===== src/rtl/imem_loader.sv =====
// Program loader: packs a little-endian byte stream into 32-bit words, writes them to
// instruction memory at ascending addresses, optionally reads them back, and holds the CPU.
module imem_loader #(
    parameter logic [31:0] BASE_ADDR = 32'd0,
    parameter int          MEM_BYTES = 72,
    parameter bit          VERIFY    = 1'b1
) (
    input  logic        i_clk,
    input  logic        i_rst,
    input  logic        i_start,
    input  logic [7:0]  i_length,
    input  logic [7:0]  i_byte_in,
    input  logic        i_byte_valid,
    output logic        o_byte_ready,
    output logic [31:0] o_iaddr,
    output logic [31:0] o_idata_in,
    output logic        o_rw,
    input  logic [31:0] i_idata_out,
    output logic        o_busy,
    output logic        o_cpu_hold,
    output logic        o_done,
    output logic        o_error,
    output logic [31:0] o_checksum
);

    typedef enum logic [2:0] {
        S_IDLE,
        S_COLLECT,
        S_WRITE,
        S_NEXT,
        S_VRD_ADDR,
        S_VRD_CMP,
        S_DONE
    } state_t;

    localparam logic [32:0] LAST_BYTE = 33'(MEM_BYTES - 1);

    state_t      r_state;
    state_t      w_next;
    logic [31:0] r_addr;
    logic [31:0] r_word;
    logic [31:0] r_checksum;
    logic [31:0] r_rd_sum;
    logic [7:0]  r_len;
    logic [7:0]  r_word_cnt;
    logic [1:0]  r_byte_idx;
    logic        r_error;

    logic        w_accept;
    logic        w_last_byte;
    logic        w_out_of_range;
    logic [32:0] w_addr_end;
    logic [7:0]  w_cnt_inc;
    logic        w_last_word;
    logic [31:0] w_rd_sum;

    assign w_accept       = (r_state == S_COLLECT) && i_byte_valid;
    assign w_last_byte    = w_accept && (r_byte_idx == 2'd3);
    // 33-bit sum so an address near the top of the 32-bit space cannot wrap past the bound
    assign w_addr_end     = {1'b0, r_addr} + 33'd3;
    assign w_out_of_range = w_addr_end > LAST_BYTE;
    assign w_cnt_inc      = r_word_cnt + 8'd1;
    assign w_last_word    = (w_cnt_inc == r_len);
    assign w_rd_sum       = r_rd_sum ^ i_idata_out;

    always_ff @(posedge i_clk or posedge i_rst) begin
        if (i_rst) begin
            r_state <= S_IDLE;
        end else begin
            r_state <= w_next;
        end
    end

    always_comb begin
        w_next = r_state;
        case (r_state)
            S_IDLE: begin
                if (i_start) begin
                    w_next = (i_length == 8'd0) ? S_DONE : S_COLLECT;
                end
            end
            S_COLLECT: begin
                if (w_last_byte) begin
                    w_next = w_out_of_range ? S_DONE : S_WRITE;
                end
            end
            S_WRITE: w_next = S_NEXT;
            S_NEXT: begin
                if (w_last_word) begin
                    w_next = VERIFY ? S_VRD_ADDR : S_DONE;
                end else begin
                    w_next = S_COLLECT;
                end
            end
            S_VRD_ADDR: w_next = S_VRD_CMP;
            S_VRD_CMP:  w_next = w_last_word ? S_DONE : S_VRD_ADDR;
            S_DONE:     w_next = S_IDLE;
            default:    w_next = S_IDLE;
        endcase
    end

    always_comb begin
        o_byte_ready = 1'b0;
        o_rw         = 1'b0;
        o_busy       = 1'b0;
        o_done       = 1'b0;
        case (r_state)
            S_COLLECT: begin
                o_byte_ready = 1'b1;
                o_busy       = 1'b1;
            end
            S_WRITE: begin
                o_rw   = 1'b1;
                o_busy = 1'b1;
            end
            S_NEXT, S_VRD_ADDR, S_VRD_CMP: o_busy = 1'b1;
            S_DONE:  o_done = 1'b1;
            default: o_busy = 1'b0;
        endcase
    end

    assign o_cpu_hold = o_busy;
    assign o_iaddr    = r_addr;
    assign o_idata_in = r_word;
    assign o_error    = r_error;
    assign o_checksum = r_checksum;

    always_ff @(posedge i_clk or posedge i_rst) begin
        if (i_rst) begin
            r_addr     <= 32'd0;
            r_word     <= 32'd0;
            r_checksum <= 32'd0;
            r_rd_sum   <= 32'd0;
            r_len      <= 8'd0;
            r_word_cnt <= 8'd0;
            r_byte_idx <= 2'd0;
            r_error    <= 1'b0;
        end else begin
            case (r_state)
                S_IDLE: begin
                    if (i_start) begin
                        r_len      <= i_length;
                        r_addr     <= BASE_ADDR;
                        r_byte_idx <= 2'd0;
                        r_word_cnt <= 8'd0;
                        r_checksum <= 32'd0;
                        r_error    <= 1'b0;
                    end
                end
                S_COLLECT: begin
                    if (w_accept) begin
                        r_word[{r_byte_idx, 3'b000} +: 8] <= i_byte_in;
                        r_byte_idx <= r_byte_idx + 2'd1;
                        if (w_last_byte && w_out_of_range) begin
                            r_error <= 1'b1;
                        end
                    end
                end
                S_WRITE: r_checksum <= r_checksum ^ r_word;
                S_NEXT: begin
                    // the read-back pass reuses the address and word counters from the base
                    if (w_last_word && VERIFY) begin
                        r_addr     <= BASE_ADDR;
                        r_word_cnt <= 8'd0;
                        r_rd_sum   <= 32'd0;
                    end else begin
                        r_addr     <= r_addr + 32'd4;
                        r_word_cnt <= w_cnt_inc;
                    end
                end
                S_VRD_CMP: begin
                    r_rd_sum   <= w_rd_sum;
                    r_addr     <= r_addr + 32'd4;
                    r_word_cnt <= w_cnt_inc;
                    if (w_last_word) begin
                        r_error <= r_error | (w_rd_sum != r_checksum);
                    end
                end
                default: r_len <= r_len;
            endcase
        end
    end

endmodule

===== config.mk =====
export PLATFORM = sky130hd
export DESIGN_NAME = imem_loader
export DESIGN_NICKNAME = d
export VERILOG_FILES = /design/src/rtl/imem_loader.sv
export SDC_FILE = /design/constraint.sdc
export NUM_CORES = 1
export LEC_CHECK = 0
export BUFFER_PORTS_ARGS = -buffer_cell sky130_fd_sc_hd__buf_4
export CAP_MARGIN = 20
export CORE_MARGIN = 2
export CORE_UTILIZATION = 35
export CTS_CLUSTER_DIAMETER = 40
export CTS_CLUSTER_SIZE = 8
export DETAILED_ROUTE_END_ITERATION = 12
export HOLD_SLACK_MARGIN = 0.08
export PLACE_DENSITY_LB_ADDON = 0.08
export SETUP_SLACK_MARGIN = 0.02
export SLEW_MARGIN = 5
export SYNTH_ARGS = -nofsm -noshare
export SYNTH_HDL_FRONTEND = slang
export SYNTH_SLANG_ARGS = --single-unit

===== constraint.sdc =====
create_clock -name i_clk -period 13 [get_ports i_clk]
set_input_delay 0.65 -clock i_clk [delete_from_list [all_inputs] [get_ports i_clk]]
set_output_delay 0.65 -clock i_clk [all_outputs]
set_load 0.02 [all_outputs]

# [Yosys cells after proc, flatten, opt, wreduce, memory -nomap -nowiden]
# Index checks and enable logic that the tools add are counted.
[word_totals] inputBits=52 out_inout_bits=102 word_cells=83 ff_bits=150
[classes] reduce_logical=19 n_addsub=5 bitwise_logic=3 shifts=2 muxes=29 eq_ne=15 n_lt_le_gt_ge=1
[ops] cell="$pmux 32 s2" count=2
[ops] cell="$mux 32" count=3
[ops] cell="$pmux 32 s3" count=1
[ops] cell="$xor 32x32->32" count=2
[ops] cell="$add 32x2->33 const B" count=1
[ops] cell="$gt 33x7->1 const B" count=1
[ops] cell="$add 32x3->32 const B" count=1
[ops] cell="$bwmux 32" count=1
[ops] cell="$ne 32x32->1" count=1
[ops] cell="$shift 8x7->32 const A" count=1
[ops] cell="$shiftx 8x7->32" count=1
[ops] cell="$pmux 8 s3" count=1
[ops] cell="$pmux 3 s6" count=1
[ops] cell="$mux 8" count=2
[ops] cell="$mux 3" count=5
[ops] cell="$reduce_and 2->1" count=6
[ops] cell="$ne 2x2->1 const B" count=5
[ops] cell="$eq 3x3->1 const B" count=3
[ops] cell="$add 8x1->8 const B" count=1
[ops] cell="$eq 8x8->1" count=1
[ops] cell="$logic_not 8->1" count=1
[ops] cell="$mux 1" count=8
[ops] cell="$neg 5->7" count=1
[ops] cell="$eq 3x2->1 const B" count=2
[ops] cell="other kinds (15)" count=22

# [Depth between registers and ports, before layout]
# Gate-level depths: netlist of the first run.
[logic_depth] ltp_word=7 mapped_depth=10 mapped_depth_nobuf=7

# [Worst setup path before layout of the first run]
# No wires, ideal clock.
[synth_path] path_type="register -> register" from="register r_word_cnt[0]" to="register r_rd_sum[10]" required_time_ns=12.880 setup_time_ns=0.120 setup_slack_ns=10.608 path_buffers=3 period_less_slack_ns=2.392 stages_incl_launch_ff=11 arrival_time_ns=2.272 cell_sequence="dfrtp_1 > ha_1 > buf_2 > and3_1 > nand2_1 > o311ai_2 > o2111ai_2 > or2_1 > buf_4 > buf_6 > a31o_1"
[synth_between] elab_chain_len=4
[synth_rtl] item="start: declaration" line_no="45" source="logic [7:0] r_word_cnt;"
[synth_rtl] item="start signal: assignment" line_no="168" source="r_word_cnt <= w_cnt_inc;"
[synth_rtl] item="start signal: assignment" line_no="174" source="r_word_cnt <= w_cnt_inc;"
[synth_rtl] item="$add 8x1->8" line_no="62" source="assign w_cnt_inc = r_word_cnt + 8'd1;"
[synth_rtl] item="$eq 8x8->1" line_no="63" source="assign w_last_word = (w_cnt_inc == r_len);"
[synth_rtl] item="$ne 2x2->1 (no line)"
[synth_rtl] item="$reduce_and 2->1 (no line)"
[synth_rtl] item="end signal: assignment" line_no="172" source="r_rd_sum <= w_rd_sum;"
[synth_rtl] item="end: declaration" line_no="43" source="logic [31:0] r_rd_sum;"
# Every way passes these cells.
# A chain may end at the register's enable or synchronous reset.

# [Worst setup path after layout of the first run]
[layout_path] from="register r_word_cnt[0]" to="register r_word_cnt[6]"
[layout_between] elab_chain_len=4
[layout_rtl] item="$add 8x1->8 (*)" line_no="62"
[layout_rtl] item="$eq 8x8->1" line_no="63"
[layout_rtl] item="$mux 8" line_no="162" source="if (w_last_word && VERIFY) begin"
[layout_rtl] item="$pmux 8 s3 (*)" line_no="139" source="case (r_state)"
# Every way passes the cells marked *; elsewhere a longest branch is shown, timed or not.

==> results of run 1 <==
cells by family (layout without fill, tap and decap cells):
kind of cell | after synthesis | after routing | share of synthesized area [%]
adder cells (fa/ha/maj) | 8 | 8 | 1.235
flip-flops | 148 | 148 | 45.68
XOR/XNOR | 100 | 100 | 10.90
multiplexers | 9 | 9 | 1.250
AND/OR/NAND/NOR | 362 | 362 | 21.02
buffers and inverters | 64 | 209 | 3.580
other | 1 | 2 | 0.04625
AO/OA/AOI/OAI | 211 | 211 | 16.30
sequential cells by signal, summed over array words and instances (netlist names):
signal and flops:
o_idata_in 32, o_checksum 32, r_word_cnt 8, r_rd_sum 32, o_iaddr 30, r_state 3, r_len 8, o_error 1
r_byte_idx 2
power groups by stage:
stage          combinational (W)  clock (W)  sequential, W
2_1_floorplan           0.000398          0       0.000818
3_3_place_gp            0.000753          0       0.000779
3_5_place_dp            0.000759          0       0.000782
4_1_cts                 0.000762   0.000507       0.000774
5_1_grt                 0.000829   0.000525       0.000796
6_report                0.000751   0.000492       0.000772
synthesized netlist by cell type (2+ instances only):
library cell                  n  area share [%]
sky130_fd_sc_hd__buf_4        5            0.46
sky130_fd_sc_hd__a31oi_1      3            0.23
sky130_fd_sc_hd__nor4b_1      2            0.22
sky130_fd_sc_hd__and3_1       7            0.54
sky130_fd_sc_hd__nor3b_1      5            0.46
sky130_fd_sc_hd__a31o_2       3            0.32
sky130_fd_sc_hd__a211oi_1     2            0.19
sky130_fd_sc_hd__nor4_1      17             1.3
sky130_fd_sc_hd__inv_1       19            0.88
sky130_fd_sc_hd__buf_2        7            0.43
sky130_fd_sc_hd__a21oi_1     14            0.86
sky130_fd_sc_hd__nand3b_1    33             3.1
sky130_fd_sc_hd__clkbuf_1    24             1.1
sky130_fd_sc_hd__nor3_1      16            0.99
sky130_fd_sc_hd__nor2_1      46             2.1
sky130_fd_sc_hd__nor2b_1      5            0.39
sky130_fd_sc_hd__o32ai_1      2            0.22
sky130_fd_sc_hd__dfrtp_1    148              46
sky130_fd_sc_hd__a2111oi_4    2            0.68
sky130_fd_sc_hd__a31o_1      29             3.1
sky130_fd_sc_hd__nand3_1     16            0.99
sky130_fd_sc_hd__buf_6        3            0.42
sky130_fd_sc_hd__a2111oi_0    3            0.32
sky130_fd_sc_hd__a311oi_1     2            0.22
sky130_fd_sc_hd__buf_1        6            0.28
sky130_fd_sc_hd__xor2_1      13             1.4
sky130_fd_sc_hd__a21o_1       2            0.19
sky130_fd_sc_hd__xnor2_1     86             9.3
sky130_fd_sc_hd__o21ai_0    137             8.5
sky130_fd_sc_hd__nand2_1    194             9.0
sky130_fd_sc_hd__nand2b_1     2            0.15
sky130_fd_sc_hd__ha_1         8             1.2
sky130_fd_sc_hd__nand4_1      9            0.69
sky130_fd_sc_hd__a2111o_1     2            0.28
sky130_fd_sc_hd__and2_1       2            0.15
sky130_fd_sc_hd__mux2_2       9             1.3
sky130_fd_sc_hd__and4_1       4            0.43
final cells by class:
cell class / count / area (µm²) / area share, %
inverter: 19 / 76.32 / 0.7583
multi-input combinational: 692 / 4134 / 41.07
clock buffer: 18 / 439.2 / 4.363
timing repair buffer: 158 / 1214 / 12.06
tap: 285 / 356.6 / 3.543
sequential: 148 / 3704 / 36.80
clock inverter: 14 / 141.4 / 1.405
metal layers:
layer	track usage (%)	vias up	routed length (µm)
li1	-	3400	-
met1	26.88	3226	10780
met2	30.55	144	10980
met3	3.250	21	990
met4	5.199	0	289
met5	0	-	0
worst max-delay path, delay by kind of cell, from the launching register on:
| family | cells | cell delay (ns) |
|---|---|---|
| simple gates | 2 | 0.38 |
| compound gates | 4 | 1.62 |
| flops | 1 | 0.47 |
| fa+ha+maj | 1 | 0.41 |
per-stage QoR:
stage                     cells  instance area (µm²)  total power, W  utilization (%)
after global placement     1300                 9442        0.001532            41.58
after detailed placement   1301                 9457        0.001541            41.64
after CTS                  1333                10040        0.002043            44.20
after floorplan             904                 8112        0.001216                -
after global routing       1334                10060        0.002149            44.32
final                      1334                10060        0.002015            44.32
cell usage in the layout, fill, tap and decap left out, types with 3 or more instances in the layout:
cell type and n:
sky130_fd_sc_hd__nand2_1 194, sky130_fd_sc_hd__buf_4 156, sky130_fd_sc_hd__dfrtp_1 148, sky130_fd_sc_hd__o21ai_0 136
sky130_fd_sc_hd__xnor2_1 86, sky130_fd_sc_hd__nor2_1 46, sky130_fd_sc_hd__nand3b_1 33, sky130_fd_sc_hd__a31o_1 29
sky130_fd_sc_hd__inv_1 18, sky130_fd_sc_hd__nor4_1 17, sky130_fd_sc_hd__clkbuf_16 17, sky130_fd_sc_hd__nand3_1 16
sky130_fd_sc_hd__nor3_1 16, sky130_fd_sc_hd__a21oi_1 13, sky130_fd_sc_hd__xor2_1 13, sky130_fd_sc_hd__nand4_1 9
sky130_fd_sc_hd__mux2_2 9, sky130_fd_sc_hd__ha_1 8, sky130_fd_sc_hd__and3_1 7, sky130_fd_sc_hd__inv_6 7
sky130_fd_sc_hd__nor3b_1 5, sky130_fd_sc_hd__nor2b_1 5, sky130_fd_sc_hd__and4_1 4, sky130_fd_sc_hd__a31oi_1 3
sky130_fd_sc_hd__a2111oi_0 3, sky130_fd_sc_hd__a31o_2 3, sky130_fd_sc_hd__clkinvlp_4 3
path summary, 6_finish.rpt:
| check | slack (ns) | endpoint | startpoint | cells after the start |
|---|---|---|---|---|
| max | 9.94 | r_word_cnt[6] | r_word_cnt[0] | 7 |
| min | 0.43 | r_len[2] | i_rst | 2 |
| max reg2reg | 9.94 | r_word_cnt[6] | r_word_cnt[0] | 7 |
| min reg2reg | 0.54 | o_idata_in[14] | o_idata_in[14] | 2 |
| max in group asynchronous | 11.27 | o_idata_in[6] | i_rst | 3 |
| min in group i_clk | 0.47 | r_len[1] | i_length[1] | 2 |
==> metrics.sh, run 1 <==
RUN_STATUS='finished clean'
CTS.REPAIR_TIMING.SETUP_BUFFER_COUNT=0
CORE_UM2=22710
SYNTH-MAIN-FF-CELL='sky130_fd_sc_hd__dfrtp_1'
WL_PER_CELL_UM=17.28
TRACK_USAGE_PCT=19.13
SHARE_COMB_OF_TOTAL_POWER_PCT=37.3
TIMING.HOLD.WS_NS=0.4347
SEQ_POWER_SHARE_PCT=38.3
RSZ0062_AT_GRT='false'
WORST_HOLD_CLASS='in -> async'
GRT_ANTENNA_BEFORE_REPAIR=0
YOSYSUNIQUECELLTYPES=53
CP_MAX_FO=34
HPWL_UM=16230
SEQ_AREA_FRAC_SYNTH_PCT=45.68
FINALCRITPERIODSHARE_PCT=23.56
DIEAREA_UM2=24400
SYNTH.FF_LATCH_COUNT=148
REPORT.FINAL.SETUP_VIOL=0
IRDROPWORSTVDD_mV=0.1142
VIASPERCELL=5.091
TIMING_MAX_TRANSITION_VIOLATIONS_FINAL=0
PATH_CLASS='reg -> reg'
BUFFER_PORTS.INSERTED=151
FRACTION_OF_LAYOUT_INSTANCES_USING_A_DRIVE_STRENGTH_ABOVE_1_PCT=20.40
POWER_DENSITY_nW_PER_UM2=200.2
P_SW_W=0.0008299
GP_CONGESTION=0.7772
FMAX_MHz=326.5
ROUTED_WIRELENGTH_UM=23050
SHARE_CLK_OF_TOTAL_POWER_PCT=24.4
CTS-ROOT-TO-SINK-BUFFERS=2
GLOBAL_ROUTE.OVERFLOW_TOTAL=0
CTS_HOLD_BUFFERS=0
CRITICAL-PATH-SLOWEST-CELL='sky130_fd_sc_hd__a21oi_4'
FILLER_CELL_COUNT=2270
SYNTHARSTFLOPSHARE_PCT=100.0
P_INT_W=0.001185
STD_CELL_ROWS=55
CLOCK-SINKS=148
WORST_SLEW_PIN_SLEW_NS=1.032
DRT_ITER0_DRC=486
LAYOUT_MIN_CYCLE_TIME_NS=3.063
CLOCK_TREE.HTREE_LEVEL_COUNT=4
TRITONCTS_CLOCK_TREE='yes'
PLACE_WS_NS=9.919
CP_CELL_SEQUENCE='ha_1, and3_1, nand2_1, o311ai_2, o2111ai_2, a21oi_4, a2111oi_0'
VIA_COUNT=6791
CLOCKROOTBUFFER='sky130_fd_sc_hd__clkbuf_16'
WORST_EP_ARRIVAL_TIME_NS=3.31
GRT_PASS1_WL_UM=36020
CLK_LATENCY_NS=0.43
POWER.SHARE.SWITCHING_PCT=41.18
IO_PINS=154
CLKSLEWWORSTSETUPHOLDPATHS_NS=0.07
VIA_COUNT_OF_THE_FIRST_GLOBAL_ROUTING_PASS=6250
GRT_START_MAX_NET_PINS=96
POSTROUTEANTENNANETS=0
POSTSYNTHAREAPERCELL_UM2=8.979
REPORT.FINAL.HOLD_VIOL_COUNT=0
WORST_SETUP_PATH_END_KIND='flop'
WORST_EP_REQUIRED_TIME_NS=13.25
TNS_NS=0
DIE-WIDTH_UM=156.2
MAXSLEWHEADROOM_PCT=31.02
NUMCTSBUFFERS=17
POSTSYNTHCELLCOUNT=903
SLOWEST_DELAY_NS=0.81
FLOORPLAN.INITIALDENSITY_PCT=35.70
ANTENNA-DIODE-COUNT=0
NETLIST_AREA_UM2=8108
VERTICAL_DIE_DIMENSION_UM=156.2
SYNTH_EDF_COUNT=0
STARTPOINT_TYPE='flop'
REMAINING_DRC_ERRORS=0
DETAIL_ROUTE.FIRST_PASS.ITERATIONS=5
SYNTH_WARNINGS=0
FINAL.SETUP_SKEW_NS=0.01173
AREA_GROWTH_PCT=24.14
LEAKAGE_nW=4.254
FINISH.NET_COUNT=1096
CAP_VIOLATIONS=0
CTS_RESIZED=0
FINAL_CRITICAL_PATH_SETUP_SLACK_NS=9.937
Power figures use the tool's default switching activity.
==> run 2: changes to the inputs <==
ABC_AREA = 1   (was unset)
clock period = 2.8 ns   (was 13 ns; I/O delays follow)
==> run 2 against run 1 <==
  * Cell count up 29%
  * Wire length up 10%
  * Register-to-register slack got worse by 9.3 ns
  * Critical path type unchanged
  * Largest cell class unchanged
==> metrics.sh, run 2 <==
RUN_STATUS='finished clean'  # unchanged
IRDROPWORSTVDD_mV=0.4248  # was 0.1142 mV
CAP_VIOLATIONS=0  # unchanged
DIEAREA_UM2=26160  # was 24400 µm²
SHARE_CLK_OF_TOTAL_POWER_PCT=23.1  # was 24.4%
POSTROUTEANTENNANETS=0  # unchanged
IO_PINS=154  # unchanged
WORST_SLEW_PIN_SLEW_NS=0.8949  # was 1.032 ns
WORST_EP_ARRIVAL_TIME_NS=2.45  # was 3.31 ns
FINAL_CELL_AREA_UM2=11340  # was 10060 µm²
VIA_COUNT_OF_THE_FIRST_GLOBAL_ROUTING_PASS=8068  # was 6250
GP_CONGESTION=0.8530  # was 0.7772
WORST_EP_REQUIRED_TIME_NS=3.08  # was 13.25 ns
SYNTH-MAIN-FF-CELL='sky130_fd_sc_hd__dfrtp_1'  # unchanged
CTS-ROOT-TO-SINK-BUFFERS=2  # unchanged
CORE_UM2=24390  # was 22710 µm²
CLOCK-SINKS=148  # unchanged
GRT_PASS1_WL_UM=41880  # was 36020 µm
SHARE_COMB_OF_TOTAL_POWER_PCT=42.9  # was 37.3%
WL_PER_CELL_UM=14.71  # was 17.28 µm
NETLIST_TOP_CELLS_AREA='sky130_fd_sc_hd__dfrtp_1 (43%), sky130_fd_sc_hd__nand2_1 (14%), sky130_fd_sc_hd__nand3_1 (9.0%)'  # was sky130_fd_sc_hd__dfrtp_1 (46%), sky130_fd_sc_hd__xnor2_1 (9.3%), sky130_fd_sc_hd__nand2_1 (9.0%)
POWER.SHARE.SWITCHING_PCT=43.67  # was 41.18%
DIE-WIDTH_UM=161.7  # was 156.2 µm
HPWL_UM=18520  # was 16230 µm
FLOORPLAN.INITIALDENSITY_PCT=35.70  # about the same
FINISH.NET_COUNT=1450  # was 1096
REPORT.FINAL.HOLD_VIOL_COUNT=0  # unchanged
REMAINING_DRC_ERRORS=0  # unchanged
SYNTH_EDF_COUNT=0  # unchanged
NUMCTSBUFFERS=17  # unchanged
FINALCRITPERIODSHARE_PCT=77.35  # was 23.56%
DRT_ITER0_DRC=478  # was 486
SYNTH_WARNINGS=0  # unchanged
AREA_GROWTH_PCT=30.20  # was 24.14%
PATH_CLASS='reg -> reg'  # unchanged
BUFFER_PORTS.INSERTED=151  # unchanged
FRACTION_OF_LAYOUT_INSTANCES_USING_A_DRIVE_STRENGTH_ABOVE_1_PCT=17.68  # was 20.40%
YOSYSTOPAREACELLSHARE_PCT=42.53  # was 45.68%
P_SW_W=0.004551  # was 0.0008299 W
LEAKAGE_nW=5.744  # was 4.254 nW
DETAIL_ROUTE.FIRST_PASS.ITERATIONS=7  # was 5
REPORT.FINAL.SETUP_VIOL=0  # unchanged
TNS_NS=0  # unchanged
SYNTH.FF_LATCH_COUNT=148  # unchanged
ROUTED_WIRELENGTH_UM=25410  # was 23050 µm
VIASPERCELL=4.764  # was 5.091
TIMING_MAX_TRANSITION_VIOLATIONS_FINAL=0  # unchanged
CTS.REPAIR_TIMING.SETUP_BUFFER_COUNT=0  # unchanged
MOST_FREQUENT_CELL_AFTER_SYNTHESIS='sky130_fd_sc_hd__nand2_1'  # unchanged
GRT_ANTENNA_BEFORE_REPAIR=0  # unchanged
RSZ0062_AT_GRT='false'  # unchanged
CLK_LATENCY_NS=0.43  # about the same
VERTICAL_DIE_DIMENSION_UM=161.7  # was 156.2 µm
MOST_COMMON_CELL_AFTER_LAYOUT_FILL_AND_TAPS_ASIDE='sky130_fd_sc_hd__nand2_1'  # unchanged
CLOCK_TREE.HTREE_LEVEL_COUNT=4  # unchanged
LAYOUT_MIN_CYCLE_TIME_NS=2.166  # was 3.063 ns
FINALCOREUTILIZATION_PCT=46.49  # was 44.32%
MOST-COMMON-LAYOUT-CELLS='sky130_fd_sc_hd__nand2_1 (328), sky130_fd_sc_hd__buf_4 (166), sky130_fd_sc_hd__inv_1 (159)'  # was sky130_fd_sc_hd__nand2_1 (194), sky130_fd_sc_hd__buf_4 (156), sky130_fd_sc_hd__dfrtp_1 (148)
WORST_SETUP_PATH_END_KIND='flop'  # unchanged
STARTPOINT_TYPE='flop'  # unchanged
GRT_START_MAX_NET_PINS=43  # was 96
POSTSYNTHCELLCOUNT=1186  # was 903
MAXSLEWHEADROOM_PCT=40.22  # was 31.02%
SEQ_POWER_SHARE_PCT=34.0  # was 38.3%
CLKSLEWWORSTSETUPHOLDPATHS_NS=0.07  # about the same
WORST_HOLD_CLASS='in -> reg'  # was in -> async
SYNTH_TOP_AREA_CELL='sky130_fd_sc_hd__dfrtp_1'  # unchanged
TRACK_USAGE_PCT=20.14  # was 19.13%
P_INT_W=0.005871  # was 0.001185 W
CLOCKROOTBUFFER='sky130_fd_sc_hd__clkbuf_16'  # unchanged
FMAX_MHz=461.7  # was 326.5 MHz
GLOBAL_ROUTE.OVERFLOW_TOTAL=0  # unchanged
VIA_COUNT=8227  # was 6791
POWER_DENSITY_nW_PER_UM2=919.2  # was 200.2 nW/µm²
TRITONCTS_CLOCK_TREE='yes'  # unchanged
CP_MAX_FO=33  # was 34
SEQ_AREA_FRAC_SYNTH_PCT=42.53  # was 45.68%
SYNTHARSTFLOPSHARE_PCT=100.0  # unchanged
SYNTH.CELLS.MOST_FREQUENT='sky130_fd_sc_hd__nand2_1 (328), sky130_fd_sc_hd__inv_1 (160), sky130_fd_sc_hd__nand3_1 (157), sky130_fd_sc_hd__dfrtp_1 (148), sky130_fd_sc_hd__nor2_1 (78)'  # was sky130_fd_sc_hd__nand2_1 (194), sky130_fd_sc_hd__dfrtp_1 (148), sky130_fd_sc_hd__o21ai_0 (137), sky130_fd_sc_hd__xnor2_1 (86), sky130_fd_sc_hd__nor2_1 (46)
PLACEDINSTANCEAREA_UM2=10240  # was 9457 µm²
ANTENNA-DIODE-COUNT=0  # unchanged
YOSYSUNIQUECELLTYPES=38  # was 53
NETLIST_AREA_UM2=8708  # was 8108 µm²
STD_CELL_ROWS=57  # was 55
FINAL.SETUP_SKEW_NS=0.01527  # was 0.01173 ns
POSTSYNTHAREAPERCELL_UM2=7.343  # was 8.979 µm²
-- run 2: worst max-delay path, stage by stage, from the launching register on --
cell and delay (ns):
sky130_fd_sc_hd__dfrtp_1 0.43, sky130_fd_sc_hd__ha_1 0.24, sky130_fd_sc_hd__nand2_2 0.10, sky130_fd_sc_hd__inv_1 0.06
sky130_fd_sc_hd__o21ai_0 0.14, sky130_fd_sc_hd__nand2_1 0.07, sky130_fd_sc_hd__inv_1 0.05, sky130_fd_sc_hd__nand3_1 0.08
sky130_fd_sc_hd__nor2_2 0.14, sky130_fd_sc_hd__inv_2 0.06, sky130_fd_sc_hd__nor2_4 0.12, sky130_fd_sc_hd__nand2_2 0.05
sky130_fd_sc_hd__buf_4 0.27, sky130_fd_sc_hd__nand3_1 0.11, sky130_fd_sc_hd__o21ai_0 0.08
-- run 2: cells by family (layout without fill, tap and decap cells) --
| logic type | after synthesis | in the layout | share of synthesized area [%] |
|---|---|---|---|
| other | 1 | 2 | 0.04306 |
| buffers and inverters | 205 | 421 | 9.555 |
| adders and majority gates | 8 | 8 | 1.149 |
| xor gates and xnor gates | 57 | 57 | 5.733 |
| AOI/OAI and AO/OA | 131 | 131 | 8.463 |
| DFF | 148 | 148 | 42.53 |
| and+or+nand+nor | 636 | 636 | 32.53 |
-- run 2: worst paths after layout --
check	from	endpoint	slack (ns)	cells after the start
max in group asynchronous	i_rst	o_idata_in[8]	1.58	4
min in group asynchronous	i_rst	r_rd_sum[3]	0.47	3
setup reg to reg	r_word_cnt[0]	r_rd_sum[9]	0.63	14
hold / removal	i_start	r_state[1]	0.11	3
hold reg to reg	r_len[5]	r_len[5]	0.52	2
setup / recovery	r_word_cnt[0]	r_rd_sum[9]	0.63	14
-- run 2: final cells by class --
cell class              count  area [µm²]
clock buffers              17       425.4
clock inverters            15       182.7
fillers                  2458       13050
inverters                 171       648.1
multi-input cells         834        4177
flip-flops and latches    148        3704
well taps                 324       405.4
repair buffers            218        1797
-- run 2: layer usage --
| layer | share of wire, % | routed length (µm) | GRT usage (%) |
|---|---|---|---|
| met5 | 0 | 0 | 0 |
| met4 | 1.2 | 306 | 5.189 |
| met3 | 4.4 | 1123 | 3.524 |
| met2 | 47 | 11860 | 33.70 |
| met1 | 48 | 12120 | 27.14 |
-- run 2: repair_timing --
action | CTS | global route
gates resized for setup | 0 | 0
endpoints found under the hold margin | 99 | 0
hold buffers | 49 | 0
setup endpoints to repair | 0 | 0
-- run 2: metrics by stage --
step	hold WS [ns]	total power, W	worst slack [ns]	instances
5_1_grt	0.1356	0.01128	0.3748	1727
4_1_cts	0.1009	0.01054	0.6220	1727
6_report	0.1058	0.01042	0.6343	1727
3_3_place_gp	0.3738	0.007965	0.6961	1646
3_5_place_dp	0.3759	0.008029	0.6381	1646
2_1_floorplan	0.2777	0.006500	0.6551	1187
-- run 2: power by group through the flow --
| stage | logic [W] | clock network [W] | registers [W] |
|---|---|---|---|
| after global routing | 0.00505 | 0.00256 | 0.00366 |
| after global placement | 0.00438 | 0 | 0.00358 |
| after floorplan | 0.00277 | 0 | 0.00373 |
| after CTS | 0.00451 | 0.00248 | 0.00355 |
| final | 0.00447 | 0.00241 | 0.00354 |
| after detailed placement | 0.00445 | 0 | 0.00358 |
